==> src/rtl/ram_cmd_arbiter_if.sv <==
// Requester and RAM command-port signals of ram_cmd_arbiter.
// slave is the arbiter's view; master is the view of whatever drives it (requesters plus RAM).
interface ram_cmd_arbiter_if;
  logic [1:0]  req_valid;
  logic [1:0]  req_ready;
  logic [1:0]  req_wr;
  logic [15:0] req_addr;
  logic [15:0] req_wdata;
  logic [1:0]  rsp_valid;
  logic        rsp_err;
  logic [7:0]  rsp_data;
  logic [9:0]  ram_din;
  logic        ram_rx_valid;
  logic [7:0]  ram_dout;
  logic        ram_tx_valid;

  modport slave (
    input  req_valid, req_wr, req_addr, req_wdata, ram_dout, ram_tx_valid,
    output req_ready, rsp_valid, rsp_err, rsp_data, ram_din, ram_rx_valid
  );

  modport master (
    output req_valid, req_wr, req_addr, req_wdata, ram_dout, ram_tx_valid,
    input  req_ready, rsp_valid, rsp_err, rsp_data, ram_din, ram_rx_valid
  );
endinterface

==> src/rtl/ram_cmd_arbiter.sv <==
// Round-robin arbiter serialising two requesters' read/write transactions onto the RAM command port.
// Optional ADDR_CACHE_EN macro skips the address word when it repeats the last issued one.
module ram_cmd_arbiter #(
  parameter int TIMEOUT = 4
) (
  input  logic            clk,
  input  logic            rst,
  ram_cmd_arbiter_if.slave bus
);
  localparam logic [3:0] TIMEOUT_C = 4'(TIMEOUT);

  typedef enum logic [2:0] {IDLE, WR_ADDR, WR_DATA, RD_ADDR, RD_CMD, RD_WAIT} state_t;

  state_t      state_q, state_d;
  logic        id_q, id_d;
  logic        last_q, last_d;
  logic [7:0]  addr_q, addr_d;
  logic [7:0]  wdata_q, wdata_d;
  logic [3:0]  cnt_q, cnt_d;
  logic [1:0]  rsp_valid_q, rsp_valid_d;
  logic        rsp_err_q, rsp_err_d;
  logic [7:0]  rsp_data_q, rsp_data_d;
  logic [9:0]  ram_din_q, ram_din_d;
  logic        ram_rx_valid_q, ram_rx_valid_d;

  logic [1:0]  grant;
  logic        gnt_id;
  logic        gnt_wr;
  logic [7:0]  gnt_addr;
  logic [7:0]  gnt_wdata;
  logic        wr_hit;
  logic        rd_hit;

  // On a tie, last_q==1 means requester 1 went last, so requester 0 wins.
  always_comb begin
    grant = bus.req_valid;
    if (bus.req_valid == 2'b11) grant = last_q ? 2'b01 : 2'b10;
  end

  assign gnt_id    = grant[1];
  assign gnt_wr    = gnt_id ? bus.req_wr[1] : bus.req_wr[0];
  assign gnt_addr  = gnt_id ? bus.req_addr[15:8] : bus.req_addr[7:0];
  assign gnt_wdata = gnt_id ? bus.req_wdata[15:8] : bus.req_wdata[7:0];
  assign bus.req_ready = (state_q == IDLE) ? grant : 2'b00;

`ifdef ADDR_CACHE_EN
  logic [7:0] last_wr_addr_q, last_wr_addr_d;
  logic [7:0] last_rd_addr_q, last_rd_addr_d;
  logic       wr_cv_q, wr_cv_d;
  logic       rd_cv_q, rd_cv_d;

  assign wr_hit = wr_cv_q && (gnt_addr == last_wr_addr_q);
  assign rd_hit = rd_cv_q && (gnt_addr == last_rd_addr_q);

  always_comb begin
    last_wr_addr_d = last_wr_addr_q;
    last_rd_addr_d = last_rd_addr_q;
    wr_cv_d        = wr_cv_q;
    rd_cv_d        = rd_cv_q;
    if (state_q == WR_ADDR) begin
      last_wr_addr_d = addr_q;
      wr_cv_d        = 1'b1;
    end
    if (state_q == RD_ADDR) begin
      last_rd_addr_d = addr_q;
      rd_cv_d        = 1'b1;
    end
  end
`else
  assign wr_hit = 1'b0;
  assign rd_hit = 1'b0;
`endif

  // Outputs are computed for the state being entered so they appear registered alongside it.
  always_comb begin
    state_d        = state_q;
    id_d           = id_q;
    last_d         = last_q;
    addr_d         = addr_q;
    wdata_d        = wdata_q;
    cnt_d          = cnt_q;
    rsp_valid_d    = 2'b00;
    rsp_err_d      = 1'b0;
    rsp_data_d     = 8'h00;
    ram_din_d      = 10'h000;
    ram_rx_valid_d = 1'b0;
    case (state_q)
      IDLE: begin
        if (grant != 2'b00) begin
          id_d           = gnt_id;
          last_d         = gnt_id;
          addr_d         = gnt_addr;
          wdata_d        = gnt_wdata;
          ram_rx_valid_d = 1'b1;
          if (gnt_wr) begin
            if (wr_hit) begin
              state_d   = WR_DATA;
              ram_din_d = {2'b01, gnt_wdata};
            end else begin
              state_d   = WR_ADDR;
              ram_din_d = {2'b00, gnt_addr};
            end
          end else if (rd_hit) begin
            state_d   = RD_CMD;
            ram_din_d = {2'b11, 8'h00};
          end else begin
            state_d   = RD_ADDR;
            ram_din_d = {2'b10, gnt_addr};
          end
        end
      end
      WR_ADDR: begin
        state_d        = WR_DATA;
        ram_rx_valid_d = 1'b1;
        ram_din_d      = {2'b01, wdata_q};
      end
      WR_DATA: state_d = IDLE;
      RD_ADDR: begin
        state_d        = RD_CMD;
        ram_rx_valid_d = 1'b1;
        ram_din_d      = {2'b11, 8'h00};
      end
      RD_CMD: begin
        state_d = RD_WAIT;
        cnt_d   = 4'd0;
      end
      RD_WAIT: begin
        if (bus.ram_tx_valid) begin
          state_d     = IDLE;
          rsp_valid_d = id_q ? 2'b10 : 2'b01;
          rsp_data_d  = bus.ram_dout;
        end else if (cnt_q == TIMEOUT_C) begin
          state_d     = IDLE;
          rsp_valid_d = id_q ? 2'b10 : 2'b01;
          rsp_err_d   = 1'b1;
        end else begin
          cnt_d = cnt_q + 4'd1;
        end
      end
      default: state_d = IDLE;
    endcase
  end

  always_ff @(posedge clk) begin
    if (rst) begin
      state_q        <= IDLE;
      id_q           <= 1'b0;
      last_q         <= 1'b1;
      addr_q         <= 8'h00;
      wdata_q        <= 8'h00;
      cnt_q          <= 4'd0;
      rsp_valid_q    <= 2'b00;
      rsp_err_q      <= 1'b0;
      rsp_data_q     <= 8'h00;
      ram_din_q      <= 10'h000;
      ram_rx_valid_q <= 1'b0;
`ifdef ADDR_CACHE_EN
      last_wr_addr_q <= 8'h00;
      last_rd_addr_q <= 8'h00;
      wr_cv_q        <= 1'b0;
      rd_cv_q        <= 1'b0;
`endif
    end else begin
      state_q        <= state_d;
      id_q           <= id_d;
      last_q         <= last_d;
      addr_q         <= addr_d;
      wdata_q        <= wdata_d;
      cnt_q          <= cnt_d;
      rsp_valid_q    <= rsp_valid_d;
      rsp_err_q      <= rsp_err_d;
      rsp_data_q     <= rsp_data_d;
      ram_din_q      <= ram_din_d;
      ram_rx_valid_q <= ram_rx_valid_d;
`ifdef ADDR_CACHE_EN
      last_wr_addr_q <= last_wr_addr_d;
      last_rd_addr_q <= last_rd_addr_d;
      wr_cv_q        <= wr_cv_d;
      rd_cv_q        <= rd_cv_d;
`endif
    end
  end

  assign bus.rsp_valid    = rsp_valid_q;
  assign bus.rsp_err      = rsp_err_q;
  assign bus.rsp_data     = rsp_data_q;
  assign bus.ram_din      = ram_din_q;
  assign bus.ram_rx_valid = ram_rx_valid_q;
endmodule

==> src/flat_wrapper.sv <==
// flat-port wrapper written by rule: the top's interface ports become plain ports
module ram_cmd_arbiter_flat 
#(
  parameter int TIMEOUT = 4
)
  (clk, rst, bus_req_valid, bus_req_wr, bus_req_addr, bus_req_wdata, bus_ram_dout, bus_ram_tx_valid, bus_req_ready, bus_rsp_valid, bus_rsp_err, bus_rsp_data, bus_ram_din, bus_ram_rx_valid);
  ram_cmd_arbiter_if bus_i ();
  input  logic clk;
  input  logic rst;
  input wire logic [$bits(bus_i.req_valid)-1:0] bus_req_valid;
  input wire logic [$bits(bus_i.req_wr)-1:0] bus_req_wr;
  input wire logic [$bits(bus_i.req_addr)-1:0] bus_req_addr;
  input wire logic [$bits(bus_i.req_wdata)-1:0] bus_req_wdata;
  input wire logic [$bits(bus_i.ram_dout)-1:0] bus_ram_dout;
  input wire logic [$bits(bus_i.ram_tx_valid)-1:0] bus_ram_tx_valid;
  output wire logic [$bits(bus_i.req_ready)-1:0] bus_req_ready;
  output wire logic [$bits(bus_i.rsp_valid)-1:0] bus_rsp_valid;
  output wire logic [$bits(bus_i.rsp_err)-1:0] bus_rsp_err;
  output wire logic [$bits(bus_i.rsp_data)-1:0] bus_rsp_data;
  output wire logic [$bits(bus_i.ram_din)-1:0] bus_ram_din;
  output wire logic [$bits(bus_i.ram_rx_valid)-1:0] bus_ram_rx_valid;
  assign bus_i.req_valid = bus_req_valid;
  assign bus_i.req_wr = bus_req_wr;
  assign bus_i.req_addr = bus_req_addr;
  assign bus_i.req_wdata = bus_req_wdata;
  assign bus_i.ram_dout = bus_ram_dout;
  assign bus_i.ram_tx_valid = bus_ram_tx_valid;
  assign bus_req_ready = bus_i.req_ready;
  assign bus_rsp_valid = bus_i.rsp_valid;
  assign bus_rsp_err = bus_i.rsp_err;
  assign bus_rsp_data = bus_i.rsp_data;
  assign bus_ram_din = bus_i.ram_din;
  assign bus_ram_rx_valid = bus_i.ram_rx_valid;
  ram_cmd_arbiter #(.TIMEOUT(TIMEOUT)) u_core (.clk(clk), .rst(rst), .bus(bus_i));
endmodule
==> config.mk <==
export PLATFORM = sky130hd
export DESIGN_NAME = ram_cmd_arbiter_flat
export DESIGN_NICKNAME = d
export VERILOG_FILES = /design/src/rtl/ram_cmd_arbiter_if.sv /design/src/rtl/ram_cmd_arbiter.sv /design/src/flat_wrapper.sv
export SDC_FILE = /design/constraint.sdc
export NUM_CORES = 1
export LEC_CHECK = 0
export ABC_CLOCK_PERIOD_IN_PS = 2200
export CELL_PAD_IN_SITES_DETAIL_PLACEMENT = 1
export CELL_PAD_IN_SITES_GLOBAL_PLACEMENT = 2
export CORE_UTILIZATION = 24
export DETAILED_ROUTE_END_ITERATION = 8
export PLACE_DENSITY_LB_ADDON = 0.1
export REMOVE_ABC_BUFFERS = 1
export SYNTH_ARGS = -nofsm -noshare
export SYNTH_HDL_FRONTEND = slang
export SYNTH_SLANG_ARGS = --single-unit
==> constraint.sdc <==
create_clock -name clk -period 2.2 [get_ports clk]
set_input_delay 0.22 -clock clk [delete_from_list [all_inputs] [get_ports clk]]
set_output_delay 0.22 -clock clk [all_outputs]
set_load 0.01 [all_outputs]
[After elaboration in Yosys (flattened, before gate mapping)]
Index checks and enable logic that the tools add are counted.
Widths: inputs -> output; s select.
Word-level totals
  register bits after elaboration: 39
  word-level logic and storage cells: 56
Operators by class
  $add $sub $neg: 1
  equality and inequality tests: 10
  mux-type cells: 23
  bitwise gates (word level): 2
  reduce and logical (&&, ||, !) cells: 10
Operators with widths (number)
  $pmux 10 s3: 1
  $mux 10: 2
  $mux 8: 2
  $pmux 3 s5: 1
  $mux 2: 7
  $mux 3: 3
  $mux 4: 2
  $pmux 4 s2: 1
  $eq 3x3->1 const B: 2
  $ne 2x2->1 const B: 3
  $reduce_or 3->1: 2
  $add 4x1->4 const B: 1
  $eq 4x3->1 const B: 1
  $reduce_and 2->1: 2
  $reduce_bool 2->1: 2
  $reduce_or 2->1: 2
  $eq 3x1->1 const B: 1
  $eq 3x2->1 const B: 1
  $logic_not 3->1: 1
  $mux 1: 3
  $ne 3x2->1 const B: 1
  $reduce_and 3->1: 1
  $eq 2x2->1 const B: 1
  $not 1->1: 2
  $pmux 1 s2: 1

[Depth between registers and ports, before layout]
  word-level depth: 6
  mapped depth: 6
  depth with buffers taken out: 5

[Least setup slack after synthesis]
OpenSTA, ideal clock, no wires.
  kind: flip-flop to flip-flop
  from: register u_core.cnt_q[0]
  to: register u_core.cnt_q[3]
  setup time: 70 ps
  arrival time: 1490 ps
  slack: 641 ps
  cell stages (with the launch flop): 7
  cell sequence: dfxtp_1 inv_1 ha_1 and3b_1 clkbuf_1 or4_1 a21oi_1
On the way
  word-level cells in the longest chain between the ends: 4
  elaborated cells between the ends (all ways): 7
  classes of those cells: add/sub: 1; eq/ne: 2; mux: 3; reduce/logical: 1
Ends and longest elaborated chain
  start: declaration: RTL line ram_cmd_arbiter.sv:19  | logic [3:0] cnt_q, cnt_d;
  start signal: assignment: RTL line ram_cmd_arbiter.sv:169  | cnt_q <= cnt_d;
  $add 4x1->4: RTL line ram_cmd_arbiter.sv:137  | cnt_d = cnt_q + 4'd1;
  $mux 4: RTL line ram_cmd_arbiter.sv:132  | end else if (cnt_q == TIMEOUT_C) begin
  $mux 4: RTL line ram_cmd_arbiter.sv:128  | if (bus.ram_tx_valid) begin
  $pmux 4 s2: RTL line ram_cmd_arbiter.sv:87  | case (state_q)
Parallel ways exist; a longest one is shown, timed or not. The select of a mux whose other input is x is not followed.
A chain may end at the register's enable or synchronous reset.

[Worst setup path after layout]
  from: register u_core.state_q[2]
  to: output bus_req_ready[0]
On the way
  word-level cells in the longest chain between the ends: 2
Ends and longest elaborated chain
  start: declaration: RTL line ram_cmd_arbiter.sv:14  | state_t state_q, state_d;
  start signal: assignment: RTL line ram_cmd_arbiter.sv:164  | state_q <= state_d;
  $logic_not 3->1: RTL line ram_cmd_arbiter.sv:44  | assign bus.req_ready = (state_q == IDLE) ? grant : 2'b00;
  $mux 2: RTL line ram_cmd_arbiter.sv:44
  end: declaration: RTL line flat_wrapper.sv:16  | output wire logic [$bits(bus_i.req_ready)-1:0] bus_req_ready;
No other way between the ends.

==> flow_summary_export.csv <==
group,metric,value,unit
run_status,status,"finished with violations",
run_status,violations,"DRC",
grt,grt_max_degree,16,
power,sequentialPowerShare,0.489,
final_layout,syn2layout_area_growth,55.0,%
flow_run,maxCapViolations,0,
place,port_buffers,70,
route,routedWlPerCell,15.0,um
cts,cts_sinks,39,
timing,finClkSkew,0.00869,ns
synthesis,postSynthAreaPerCell,9.84,um2
power,p_sw_frac,0.275,
timing,post-route-period-util,0.903,
timing,relSlewSlack,0.538,
grt,grt_pass1_vias,1644,
timing,min_period,1.99,ns
floorplan,rows,29,
synthesis,ys_seq_area_frac,0.481,
route,drt_pass1_iterations,6,
setup_path,rrSetupSlack,0.46,ns
power,clockPowerShare,0.294,
floorplan,die_h,84.2,um
cts,ctsHoldBuffers,0,
route,drcViolationCount,18,
synthesis,synth_flop_cell,"dfxtp_1",
synthesis,ys_types,43,
place,dp.final_hpwl,3.67,mm
synthesis,syn_area,0.00162,mm2
timing,fin_ws,0.212,ns
floorplan,ios,71,
power,power_frac_comb,0.216,
floorplan,die_width,84.2,um
setup_path,slowest_delay,0.58,ns
power,peakVddDrop,293,uV
final_layout,finish.net_count,286,
cts,h-tree-depth,2,
route,vias,1523,
setup_path,path_cells,"nor3_2, nor3b_1, clkdlybuf4s50_1",
timing,finalHoldViolations,0,
power,power_density,651,mW/mm2
final_layout,drive_gt1_frac,0.0966,
route,via_per_inst,4.83,
timing,rsz0062_at_grt,"false",
grt,grt_overflow_total,0,
route,drtIter0Drc,98,
route,drt.antenna.violating_nets,0,
setup_path,setup.worst_path.class,"reg2out",
place,gp_congestion,0.706,
grt,gr-usage-all-layers,0.141,
setup_path,cp_max_fo,11,
timing,holdWs,0.468,ns
power,leakage,0.000975,uW
cts,cts_buffers,5,
power,p_int,1190,uW
route,drt-total-wl,4.73,mm
place,preCtsSetupSlack,0.215,ns
timing,setup_viol,0,
setup_path,arrival,1.77,ns
synthesis,async_flop_share,0,
setup_path,start_kind,"flip-flop",
setup_path,slowest_stage,"clkdlybuf4s50_1",
cts,post_cts_buffers,0,
cts,cts_resized,0,
cts,clk_path_buf_depth,2,
cts,clock_latency,0.29,ns
synthesis,synth_seq_cells,39,
min_path,hold_class,"reg2reg",
timing,max_freq,0.503,GHz
grt,grt_pass1_wl,7.84,mm
grt,grt_antenna_before_repair,0,
timing,drv_slew,0,
cts,cts.clk_slew.worst_paths,0.08,ns
floorplan,start_util,0.253,
timing,tightest_slew,0.688,ns
synthesis,synth_cells,165,
final_layout,antenna_cells,0,
floorplan,fp.dieArea,0.00709,mm2
cts,ctsRootBufferMaster,"clkbuf_8",
timing,tns,0,ns
floorplan,core_area,0.00642,mm2
setup_path,crit_required,1.98,ns
synthesis,yosysWarnings,0,
cts,tritoncts,"yes",
synthesis,synth-edff-count,0,
setup_path,cp-end-kind,"primary output",
power,switching_power,450,uW
## layout make-up
| class | instances | area, um2 |
|---|---|---|
| Tap cell | 77 | 96.3 |
| Multi-Input combinational cell | 97 | 722 |
| Clock inverter | 3 | 20.0 |
| Fill cell | 715 | 3910 |
| Inverter | 14 | 52.6 |
| Clock buffer | 5 | 68.8 |
| Sequential cell | 39 | 781 |
| Timing Repair Buffer | 80 | 776 |
## final timing paths
| kind | start | to | cells after the start |
|---|---|---|---|
| hold reg to reg | u_core.id_q$_SDFFE_PP0P_ | u_core.bus.rsp_valid[1]$_SDFF_PP0_ | 2 |
| setup reg to reg | u_core.state_q[2]$_SDFFE_PP0P_ | u_core.cnt_q[3]$_SDFFE_PP0P_ | 3 |
| setup / recovery | u_core.state_q[2]$_SDFFE_PP0P_ | bus_req_ready[0] | 3 |
| hold / removal | u_core.id_q$_SDFFE_PP0P_ | u_core.bus.rsp_valid[1]$_SDFF_PP0_ | 2 |
## sequential cells by signal (all words and copies together) (netlist names)
register / cells
u_core.bus.rsp_data: 8
u_core.bus.rsp_err: 1
u_core.bus.rsp_valid: 2
u_core.id_q: 1
u_core.state_q: 3
u_core.cnt_q: 4
u_core.bus.ram_din: 10
u_core.wdata_q: 8
u_core.last_q: 1
u_core.bus.ram_rx_valid: 1
## cells in the mapped netlist (4+ instances only)
library cell / instances / area [um2]
inv_1: 13 / 48.8
nor2_1: 6 / 22.5
a21oi_1: 4 / 20.0
nand2_1: 4 / 15.0
dfxtp_1: 39 / 781
nor3_1: 5 / 25.0
o32ai_1: 8 / 70.1
and3_1: 8 / 50.1
buf_2: 6 / 30.0
clkbuf_1: 8 / 30.0
mux2i_1: 8 / 80.1
o2bb2ai_1: 8 / 70.1
a221oi_1: 8 / 70.1
## critical path: cells and delay by family, from the launching register on
| family | cells | cell delay, ns |
|---|---|---|
| AND/OR/NAND/NOR | 2 | 0.49 |
| flip-flops | 1 | 0.41 |
| buffers and inverters | 1 | 0.58 |
## stage by stage
step / power [uW] / cell area, um2 / utilization / instances
floorplan: 959 / 1560 / - / 150
global placement: 1170 / 2430 / 0.378 / 307
detailed placement: 1180 / 2430 / 0.378 / 307
CTS: 1670 / 2520 / 0.392 / 315
global route: 1730 / 2520 / 0.392 / 315
finish: 1640 / 2520 / 0.392 / 315
## cell usage in the layout (no fill, tap or decap), types with 3 or more instances in the layout
cell type / Yosys / layout
buf_4: 1 / 10
dfxtp_1: 39 / 39
inv_1: 13 / 13
a221oi_1: 8 / 8
nor3_1: 5 / 5
and3_1: 8 / 8
o21ai_0: 3 / 3
o32ai_1: 8 / 8
clkbuf_8: 0 / 5
a21oi_1: 4 / 4
nor2_1: 6 / 6
o2bb2ai_1: 8 / 8
mux2i_1: 8 / 8
clkdlybuf4s50_1: 0 / 70
nand2_1: 4 / 4
## kinds of logic (layout without fill, tap and decap cells)
family | Yosys count | after routing | synth area share
mux | 9 | 9 | 0.0563
buf+inv | 29 | 102 | 0.0740
compound gates | 44 | 44 | 0.216
flops | 39 | 39 | 0.481
fa+ha+maj | 2 | 2 | 0.0154
simple gates | 42 | 42 | 0.157
## power by group through the flow
| stage | logic, uW | registers (uW) | clock network (uW) |
|---|---|---|---|
| 2_1_floorplan | 141 | 819 | 0 |
| 3_3_place_gp | 351 | 818 | 0 |
| 3_5_place_dp | 359 | 819 | 0 |
| 4_1_cts | 361 | 803 | 510 |
| 5_1_grt | 388 | 810 | 530 |
| 6_report | 355 | 802 | 482 |
## layer usage
layer,GRT usage,vias up,part of all wire
met2,0.253,47,0.49
met3,0.0324,4,0.059
met5,0,-,0
met1,0.167,724,0.44
met4,0.0470,0,0.0085
li1,-,748,-
Note: power is estimated with default switching activity, not from simulation.
